### config.mk
export PLATFORM = sky130hd
export DESIGN_NAME = param_updown_counter
export DESIGN_NICKNAME = d
export VERILOG_FILES = /design/src/rtl/param_updown_counter.sv
export SDC_FILE = /design/constraint.sdc
export NUM_CORES = 1
export LEC_CHECK = 0
export BUFFER_PORTS_ARGS = -buffer_cell sky130_fd_sc_hd__buf_2
export CAP_MARGIN = 20
export CORE_MARGIN = 2
export CORE_UTILIZATION = 49
export DETAILED_ROUTE_END_ITERATION = 7
export GPL_ROUTABILITY_DRIVEN = 0
export PLACE_DENSITY = 0.79
export REMOVE_ABC_BUFFERS = 1
export SYNTH_ARGS = -nofsm -noshare
export SYNTH_HDL_FRONTEND = slang
export SYNTH_SLANG_ARGS = --single-unit
### constraint.sdc
create_clock -name clock -period 2.5 [get_ports clock]
set_clock_uncertainty 0.15 [all_clocks]
set_input_delay 0.5 -clock clock [delete_from_list [all_inputs] [get_ports clock]]
set_output_delay 0.5 -clock clock [all_outputs]
set_load 0.1 [all_outputs]
### src/rtl/param_updown_counter.sv
// Generic up/down counter: wraps or saturates at a programmable terminal value, with load and clear.
// Latency: count/tc/ovf update on the sampling edge; result is combinational from the registered count.
// Backpressure: none; the counter acts on every enabled edge, with clr > load > en priority.
module param_updown_counter #(
   parameter int unsigned WIDTH   = 6,
   parameter int unsigned RST_VAL = 0
) (
   input  logic             clock,
   input  logic             reset,
   input  logic             en,
   input  logic             clr,
   input  logic             load,
   input  logic [WIDTH-1:0] load_val,
   input  logic             dir,
   input  logic             mode_sat,
   input  logic [WIDTH-1:0] limit,
   input  logic [WIDTH-1:0] cmp_val,
   input  logic             ovf_clr,
   output logic [WIDTH-1:0] count,
   output logic             tc,
   output logic             result,
   output logic             ovf
);

   localparam logic [WIDTH-1:0] RST_CNT = WIDTH'(RST_VAL);
   localparam logic [WIDTH-1:0] ONE     = WIDTH'(1);
   localparam logic [WIDTH-1:0] ZERO    = '0;

   logic [WIDTH-1:0] count_q, count_d;
   logic             tc_q, tc_d;
   logic             ovf_q, ovf_d;
   logic             term;

   // Terminal condition on the current count: at/above limit going up, at zero going down.
   // Counts loaded above limit are treated as terminal so an up-count never runs past limit.
   always_comb begin
      term = 1'b0;
      if (dir) begin
         term = (count_q >= limit);
      end else begin
         term = (count_q == ZERO);
      end
   end

   // Next-state: clr beats load beats en; tc only pulses on an enabled terminal edge.
   always_comb begin
      count_d = count_q;
      tc_d    = 1'b0;
      ovf_d   = ovf_q;
      if (clr) begin
         count_d = ZERO;
      end else if (load) begin
         count_d = load_val;
      end else if (en) begin
         if (!term) begin
            count_d = dir ? (count_q + ONE) : (count_q - ONE);
         end else begin
            tc_d = 1'b1;
            if (!mode_sat) begin
               count_d = dir ? ZERO : limit;
            end
         end
      end
      // A new terminal event wins over a coincident clear request.
      if (tc_d) begin
         ovf_d = 1'b1;
      end else if (ovf_clr) begin
         ovf_d = 1'b0;
      end
   end

   // State registers; reset forces the count and flags immediately, without a clock.
   always_ff @(posedge clock or negedge reset) begin
      if (!reset) begin
         count_q <= RST_CNT;
         tc_q    <= 1'b0;
         ovf_q   <= 1'b0;
      end else begin
         count_q <= count_d;
         tc_q    <= tc_d;
         ovf_q   <= ovf_d;
      end
   end

   assign count  = count_q;
   assign tc     = tc_q;
   assign ovf    = ovf_q;
   assign result = (count_q == cmp_val);

endmodule

==> results of run 1 <==
[state kept, by name, indices dropped and copies added (netlist names)]
signal / count
ovf: 1
count: 6
tc: 1
[cell families (layout without fill, tap and decap cells)]
kind of cell | count (synthesis) | after routing | synth area share (%)
flops | 8 | 8 | 21.1
compound gates | 29 | 29 | 26.1
simple gates | 34 | 34 | 20.0
fa+ha+maj | 11 | 11 | 15.3
xor+xnor | 10 | 10 | 9.21
buf+inv | 17 | 60 | 8.42
[how the worst min path moves through the flow]
stage | from | endpoint | slack (ps) | cells after the start
floorplan | reset | count[0] | 50 | 0
global placement | reset | tc | 200 | 1
detailed placement | reset | tc | 200 | 1
CTS | ovf_clr | ovf | 290 | 2
global route | ovf_clr | ovf | 300 | 2
finish | ovf_clr | ovf | 290 | 2
[layout make-up]
cell class	instances	area, um2	area share (%)
multi-input combinational	84	671	54.7
sequential	8	200	16.3
inverter	12	45.0	3.68
clock buffer	3	22.5	1.84
timing repair buffer	45	255	20.8
tap	25	31.3	2.55
[power breakdown]
group	internal [mW]	switching (mW)	total (mW)	leakage, nW
registers	0.144	0.0219	0.166	0.105
clock network	0.0552	0.0485	0.104	0.0138
logic	0.157	0.273	0.430	0.529
[layer usage]
layer	global-route usage, %	up-vias
met5	0	-
met4	9.73	0
met3	6.42	8
met2	42.4	39
met1	29.4	458
li1	-	487
[synthesized netlist by cell type (all sizes together) (2+ instances only)]
cell	count	area [um2]
a211o	2	17.5
nand2	9	33.8
o41ai	5	51.3
xnor2	7	61.3
nor3	7	40.0
nor2b	6	37.5
and3	2	13.8
nand2b	2	15.0
dfrtp	8	200
xor2	3	26.3
buf	3	27.5
a211oi	6	45.0
inv	12	45.0
a21oi	4	20.0
clkbuf	2	7.51
a21o	3	22.5
ha	10	125
nor2	4	15.0
[per-stage QoR]
step,utilization (%),cells,worst slack [ps]
after floorplan,-,104,-1540
after global placement,66.9,173,-62.5
after detailed placement,66.9,173,-131
after CTS,68.7,177,118
after global routing,68.7,177,-38.4
final,68.7,177,89.3
[timing repair]
| action | CTS | global route |
|---|---|---|
| endpoints found under the setup margin | 0 | 1 |
| gates resized for setup | 0 | 0 |
| hold buffers | 1 | 0 |
| hold endpoints to repair | 8 | 0 |
[worst max-delay path, stage by stage, from the launching register on]
cell	delay (ps)
dfrtp_1	470
or4_4	590
o31ai_4	200
nand3_1	120
o32ai_2	420
nor3_1	110
a22o_1	240
==> run summary, run 1 <==
status -> finished, final reports clean
post-CTS setup buffers -> 0
Layout Nets -> 191
die area -> 2310 um2
CP startpoint -> count[3]
routed vias -> 992
Synth cell types -> 37
crit end category -> flop
LEAKAGE -> 0.647 nW
core footprint -> 1780 um2
antenna fix cells -> 0
final worst-path cycle share -> 96.4%
Area Overhead vs Synth -> 28.8%
CP startpoint kind -> flop
largest net degree at the start of global routing -> 15
top_reg_cell synth -> dfrtp_1
Worst EP required -> 2490 ps
Hold Fails Final Rpt -> 0
pwr dens -> 572 nW/um2
clock-pin transition on the worst setup and hold timing paths -> 50 ps
WP data arrival -> 2400 ps
RSZ-0062 raised after global routing -> true
crit path capture -> count[0]
routed wire length on met3 -> 148 um
R2R cell count -> 6
Hold Crit Class -> input port to flop
met2 WL -> 1.23 mm
Async SR Flop Fraction -> 100%
Synth Warn # -> 0
flops & latches, synth -> 8
row cnt -> 15
reg-to-reg slack, setup -> 90 ps
vias per cell -> 5.60
post-DR wirelength/cell -> 14.5 um
Post-Syn Instances -> 109
Clock Tree Buf Depth -> 2
final global-route overflow total -> 0
Final Instance Area -> 1220 um2
Final Power -> 0.700 mW
initial antenna violation count -> 0
critical path type -> flop to flop
io pins -> 35
Reg2Reg Capture Point -> count[0]
FILL cells -> 141
Fmax achieved -> 415 MHz
Chip Width -> 48.1 um
WHS -> 287 ps
Initial Util -> 53.3%
number of global-route vias before repair -> 928
most common cell after layout, fill and taps aside -> buf_2
mean cell area of the mapped netlist -> 8.72 um2
CTS root buf -> clkbuf_4
Setup Viol. Count Final -> 0
overall routed net length -> 2.57 mm
CTS tree -> done
first-pass GRT wire length -> 3.91 mm
sequential area share after synthesis -> 21.1%
Worst slew margin -> 49.0%
total of max-cap violations -> 0
hpwl dp -> 2.10 mm
share of layout cells above drive strength 1 -> 35.5%
worst slew pin tran -> 765 ps
I/O Buffers -> 34
GRT Total Usage -> 24.8%
Peak VDD IR -> 326 uV
uppermost layer routed -> met4
Reg-to-Reg Start -> count[3]
commonest non-fill, non-tap cells in the layout -> 34 x buf_2, 12 x inv_1, 10 x ha_1, 10 x buf_4, 9 x nand2_1
Fin Setup TNS -> 0 ps
Initial DRC Count -> 30
DRC -> 0
clk sinks -> 8
final slew viol count -> 0
Post-synth EDFFs -> 0
Num CTS Buffers -> 3
die height -> 48.1 um
Met1 Wirelength -> 1.14 mm
CTS H-tree lvls -> 1
DR pass1 iterations -> 4
DRT antenna net count -> 0
CP Max Fanout -> 12
Tmin final -> 2410 ps
worst-skew pair later-pin latency -> 260 ps
Placement Cell Area -> 1190 um2
Post-Syn Area -> 951 um2
Power figures use the tool's default switching activity.
==> run 2, diff against run 1 <==
--- a/config.mk
+++ b/config.mk
@@ -13,6 +13,7 @@
 export GPL_ROUTABILITY_DRIVEN = 0
 export PLACE_DENSITY = 0.79
 export REMOVE_ABC_BUFFERS = 1
+export SETUP_SLACK_MARGIN = 0.3
 export SYNTH_ARGS = -nofsm -noshare
 export SYNTH_HDL_FRONTEND = slang
 export SYNTH_SLANG_ARGS = --single-unit
==> run summary, run 2 (synthesis results as in run 1) <==
CP startpoint kind -> flop (unchanged)
initial antenna violation count -> 0 (unchanged)
critical path type -> flop to flop (unchanged)
GRT Total Usage -> 31.2% (was 24.8%)
largest net degree at the start of global routing -> 15 (unchanged)
final setup margin -> 185 ps (was 89.3 ps)
die height -> 48.1 um (unchanged)
Hold Fails Final Rpt -> 0 (unchanged)
Peak VDD IR -> 449 uV (was 326 uV)
Initial Util -> 53.3% (unchanged)
crit end category -> flop (unchanged)
reg-to-reg slack, setup -> 180 ps (was 90 ps)
grt met2 use -> 53.3% (was 42.4%)
final worst-path cycle share -> 92.6% (was 96.4%)
final global-route overflow total -> 0 (unchanged)
Placement Cell Area -> 1190 um2 (unchanged)
Fin Setup TNS -> 0 ps (unchanged)
Layout Nets -> 202 (was 191)
CTS H-tree lvls -> 1 (unchanged)
Util after Layout -> 84.1% (was 68.7%)
Hold Crit Class -> input port to flop (unchanged)
R2R cell count -> 8 (was 6)
Tmin final -> 2320 ps (was 2410 ps)
Chip Width -> 48.1 um (unchanged)
post-DR wirelength/cell -> 21.2 um (was 14.5 um)
routed vias -> 1,207 (was 992)
met3 usage -> 9.06% (was 6.42%)
CP Max Fanout -> 4 (was 12)
worst-skew pair later-pin latency -> 280 ps (was 260 ps)
Setup Viol. Count Final -> 0 (unchanged)
Final Instance Area -> 1500 um2 (was 1220 um2)
share of layout cells above drive strength 1 -> 54.0% (was 35.5%)
Reg-to-Reg Start -> count[2] (was count[3])
Fmax achieved -> 432 MHz (was 415 MHz)
pwr dens -> 575 nW/um2 (was 572 nW/um2)
DRC -> 0 (unchanged)
RSZ-0062 raised after global routing -> true (unchanged)
final slew viol count -> 0 (unchanged)
number of global-route vias before repair -> 1,061 (was 928)
FILL cells -> 80 (was 141)
LEAKAGE -> 0.750 nW (was 0.647 nW)
commonest non-fill, non-tap cells in the layout -> 33 x buf_2, 15 x buf_4, 10 x inv_1, 9 x nand2_1, 7 x ha_1 (was 34 x buf_2, 12 x inv_1, 10 x ha_1, 10 x buf_4, 9 x nand2_1)
most common cell after layout, fill and taps aside -> buf_2 (unchanged)
DR pass1 iterations -> 4 (unchanged)
CTS root buf -> clkbuf_4 (unchanged)
overall routed net length -> 3.98 mm (was 2.57 mm)
vias per cell -> 6.42 (was 5.60)
hpwl dp -> 2.10 mm (unchanged)
CTS tree -> done (unchanged)
Worst EP required -> 2520 ps (was 2490 ps)
Hold Path Cell Cnt -> 2 (unchanged)
Worst slew margin -> 66.6% (was 49.0%)
clk sinks -> 8 (unchanged)
Num CTS Buffers -> 3 (unchanged)
Worst Min Path Start -> ovf_clr (unchanged)
GRT busiest layer -> met2 (unchanged)
Reg2Reg Capture Point -> count[5] (was count[0])
clock-pin transition on the worst setup and hold timing paths -> 70 ps (was 50 ps)
DRT antenna net count -> 0 (unchanged)
core footprint -> 1780 um2 (unchanged)
total of max-cap violations -> 0 (unchanged)
io pins -> 35 (unchanged)
met1 track demand over resource -> 35.5% (was 29.4%)
max reg flops -> 6 (unchanged)
I/O Buffers -> 34 (unchanged)
Clock Tree Buf Depth -> 2 (unchanged)
die area -> 2310 um2 (unchanged)
row cnt -> 15 (unchanged)
status -> finished, final reports clean (unchanged)
Area Overhead vs Synth -> 57.8% (was 28.8%)
worst slew pin tran -> 504 ps (was 765 ps)
worst hold endpoint -> ovf (unchanged)
first-pass GRT wire length -> 4.81 mm (was 3.91 mm)
Setup WS pre-CTS -> -131 ps (unchanged)
WP data arrival -> 2330 ps (was 2400 ps)
antenna fix cells -> 0 (unchanged)
Initial DRC Count -> 56 (was 30)
-- run 2: repair_timing --
item                                    in CTS  in global routing
setup buffers                                5                  6
hold endpoints to repair                     8                  0
pin swaps                                    2                  6
gates resized for setup                     13                 21
hold buffers                                 1                  0
endpoints found under the setup margin       7                  7
-- run 2: layout make-up --
cell class / instances / area [um2] / area share, %
repair buffers: 56 / 384 / 25.6
multi-input cells: 84 / 811 / 54.0
flip-flops and latches: 8 / 204 / 13.6
inverters: 12 / 47.5 / 3.17
clock buffers: 3 / 22.5 / 1.50
well taps: 25 / 31.3 / 2.09
-- run 2: how the worst max path moves through the flow --
| stage | slack (ps) | from | endpoint | depth (start not counted) |
|---|---|---|---|---|
| 2_1_floorplan | -1540 | count[0] | result | 3 |
| 3_3_place_gp | -60 | dir | count[5] | 9 |
| 3_5_place_dp | -130 | dir | count[5] | 9 |
| 4_1_cts | 300 | count[3] | count[0] | 6 |
| 5_1_grt | 140 | count[2] | count[5] | 8 |
| 6_report | 180 | count[2] | count[5] | 8 |
-- run 2: through the flow --
step	total power [mW]	hold WS (ps)	cells
after global routing	0.900	328	188
after CTS	0.740	289	182
after global placement	0.580	200	173
after detailed placement	0.593	199	173
final	0.863	338	188
after floorplan	0.466	54.4	104
-- run 2: report_power, final --
part           leakage [nW]  total, mW  internal (mW)  switching, mW
Sequential            0.101      0.169          0.146         0.0236
Clock                0.0138      0.115         0.0557         0.0592
Combinational         0.636      0.579          0.232          0.347
-- run 2: metal layers --
layer	part of all wire, %	vias to the layer above	routed length [um]
li1	-	509	-
met1	37	588	1490
met2	50	87	1970
met3	7.9	23	316
met4	5.2	0	206
met5	0	-	0
-- run 2: worst max-delay path: stages, from the launching register on --
cell and delay, ps:
dfrtp_1 440, ha_2 230, a211oi_2 230, buf_4 140, o21bai_1 90, a211oi_1 310
o22a_1 200, a311oi_2 60, o41ai_1 340
==> run 3, diff against run 2 <==
--- a/config.mk
+++ b/config.mk
@@ -12,8 +12,9 @@
 export DETAILED_ROUTE_END_ITERATION = 7
 export GPL_ROUTABILITY_DRIVEN = 0
 export PLACE_DENSITY = 0.79
+export RECOVER_POWER = 100
 export REMOVE_ABC_BUFFERS = 1
-export SETUP_SLACK_MARGIN = 0.3
+export SLEW_MARGIN = 0
 export SYNTH_ARGS = -nofsm -noshare
 export SYNTH_HDL_FRONTEND = slang
 export SYNTH_SLANG_ARGS = --single-unit
==> run summary, run 3 (synthesis results as in run 1) <==
Reg-to-Reg Start -> count[3] (was count[2])
Chip Width -> 48.1 um (unchanged)
Num CTS Buffers -> 3 (unchanged)
total of max-cap violations -> 0 (unchanged)
io pins -> 35 (unchanged)
LEAKAGE -> 0.631 nW (was 0.750 nW)
Fmax achieved -> 415 MHz (was 432 MHz)
commonest non-fill, non-tap cells in the layout -> 27 x buf_2, 12 x inv_1, 10 x ha_1, 9 x nand2_1, 9 x buf_4 (was 33 x buf_2, 15 x buf_4, 10 x inv_1, 9 x nand2_1, 7 x ha_1)
final slew viol count -> 0 (unchanged)
crit end category -> flop (unchanged)
CP startpoint -> dir (was count[2])
die area -> 2310 um2 (unchanged)
worst hold endpoint -> ovf (unchanged)
Switching Share -> 49.0% (was 49.8%)
Initial DRC Count -> 31 (was 56)
I/O Buffers -> 34 (unchanged)
clock-pin transition on the worst setup and hold timing paths -> 60 ps (was 70 ps)
routed vias -> 1,002 (was 1,207)
overall routed net length -> 2.55 mm (was 3.98 mm)
DRC -> 0 (unchanged)
Tmin final -> 2410 ps (was 2320 ps)
Hold Crit Class -> input port to flop (unchanged)
die height -> 48.1 um (unchanged)
hpwl dp -> 2.10 mm (unchanged)
row cnt -> 15 (unchanged)
Worst Min Path Start -> ovf_clr (unchanged)
Max stage delay on crit path -> 290 ps (was 440 ps)
vias per cell -> 5.66 (was 6.42)
Reg2Reg Capture Point -> count[0] (was count[5])
status -> finished, final reports clean (unchanged)
final worst-path cycle share -> 96.4% (was 92.6%)
WHS -> 291 ps (was 338 ps)
final global-route overflow total -> 0 (unchanged)
FILL cells -> 143 (was 80)
Setup Viol. Count Final -> 0 (unchanged)
Clock Tree Buf Depth -> 2 (unchanged)
max reg flops -> 6 (unchanged)
antenna fix cells -> 0 (unchanged)
post-DR wirelength/cell -> 14.4 um (was 21.2 um)
first-pass GRT wire length -> 3.91 mm (was 4.81 mm)
WP data arrival -> 2370 ps (was 2330 ps)
critical path type -> input port to flop (was flop to flop)
CP bufs+invs -> 2 (was 1)
initial antenna violation count -> 0 (unchanged)
RSZ-0062 raised after global routing -> true (unchanged)
reg-to-reg slack, setup -> 110 ps (was 180 ps)
switching pwr -> 0.341 mW (was 0.430 mW)
Final Power -> 0.695 mW (was 0.863 mW)
CP Max Fanout -> 5 (was 4)
CTS tree -> done (unchanged)
Layout Nets -> 191 (was 202)
Worst EP required -> 2460 ps (was 2520 ps)
internal power -> 0.354 mW (was 0.433 mW)
pwr dens -> 570 nW/um2 (was 575 nW/um2)
GRT Total Usage -> 24.8% (was 31.2%)
number of global-route vias before repair -> 928 (was 1,061)
Worst slew margin -> 22.4% (was 66.6%)
CP delay by family, top -> compound AO/OA/AOI/OAI gates (unchanged)
Initial Util -> 53.3% (unchanged)
largest net degree at the start of global routing -> 15 (unchanged)
CP startpoint kind -> input port (was flop)
worst-skew pair later-pin latency -> 260 ps (was 280 ps)
Area Overhead vs Synth -> 28.0% (was 57.8%)
sequential share of power -> 24.0% (was 19.6%)
R2R cell count -> 6 (was 8)
CP Cell Sequence -> buf_2 -> inv_1 -> ha_1 -> a211oi_1 -> and4bb_1 -> a211o_1 -> o22a_1 -> a311oi_1 -> o41ai_1 (was ha_2 -> a211oi_2 -> buf_4 -> o21bai_1 -> a211oi_1 -> o22a_1 -> a311oi_2 -> o41ai_1)
clk sinks -> 8 (unchanged)
Hold Path Cell Cnt -> 2 (unchanged)
core footprint -> 1780 um2 (unchanged)
Hold Fails Final Rpt -> 0 (unchanged)
share of layout cells above drive strength 1 -> 32.9% (was 54.0%)
DRT antenna net count -> 0 (unchanged)
most common cell after layout, fill and taps aside -> buf_2 (unchanged)
CTS H-tree lvls -> 1 (unchanged)
slowest CP cell -> a211oi_1 (was dfrtp_1)
DR pass1 iterations -> 4 (unchanged)
CTS root buf -> clkbuf_4 (unchanged)
worst slew pin tran -> 1170 ps (was 504 ps)
Peak VDD IR -> 322 uV (was 449 uV)
combinational share of power -> 61.5% (was 67.1%)
clock network fraction of design power -> 14.5% (was 13.3%)
## run 3: cell types whose count changed in the layout (fill, tap and decap cells not counted), moves of 4 or more
| cell | previous run | this run |
|---|---|---|
| buf_2 | 33 | 27 |
| buf_4 | 15 | 9 |
| buf_6 | 5 | 0 |
| clkbuf_1 | 0 | 4 |
| clkbuf_2 | 0 | 4 |
| xnor2_1 | 3 | 7 |
| xnor2_2 | 4 | 0 |
## run 3: final cells by class
class / instances / area (um2) / area share, %
clock buffer: 3 / 22.5 / 1.85
sequential: 8 / 200 / 16.4
multi-input combinational: 84 / 671 / 55.1
timing repair buffer: 45 / 248 / 20.3
inverter: 12 / 45.0 / 3.70
tap: 25 / 31.3 / 2.57
## run 3: worst max-delay path by stage
stage / endpoint / slack, ps / cells after the start
detailed placement: count[5] / -130 / 9
global route: count[0] / -40 / 6
floorplan: result / -1540 / 3
global placement: count[5] / -60 / 9
CTS: count[0] / 120 / 6
finish: count[5] / 90 / 9
## run 3: through the flow
step,setup TNS [ps],area [um2],setup slack [ps],util [%],cells
after floorplan,-4220,916,-1540,-,104
after global placement,-62.5,1190,-62.5,66.9,173
after detailed placement,-131,1190,-131,66.9,173
after CTS,0,1220,118,68.7,177
after global routing,-38.4,1220,-38.4,68.3,177
final,0,1220,90.0,68.3,177
## run 3: timing repair
item,in CTS,in global routing
endpoints found under the setup margin,0,1
hold buffers,1,0
resized for setup,0,0
endpoints found under the hold margin,8,0
setup buffers,0,0
## run 3: worst reg2reg max path, cell delays in order, from the launching register on
cell	delay, ps
dfrtp_1	470
or4_4	590
o31ai_4	200
nand3_1	120
o32ai_2	410
nor3_1	110
a22o_1	240
## run 3: per-layer routing
| layer | wire length, um | global-route usage [%] | up-vias |
|---|---|---|---|
| li1 | - | - | 488 |
| met1 | 1090 | 29.4 | 461 |
| met2 | 1230 | 42.4 | 47 |
| met3 | 195 | 6.42 | 6 |
| met4 | 43 | 9.73 | 0 |
| met5 | 0 | 0 | - |
## run 3: power by group through the flow
stage                     Combinational, mW  Clock (mW)  Sequential [mW]
after global routing                  0.458       0.109            0.169
after detailed placement              0.425           0            0.168
after global placement                0.413           0            0.167
final                                 0.427       0.101            0.167
after CTS                             0.429       0.103            0.166
after floorplan                       0.185           0            0.282
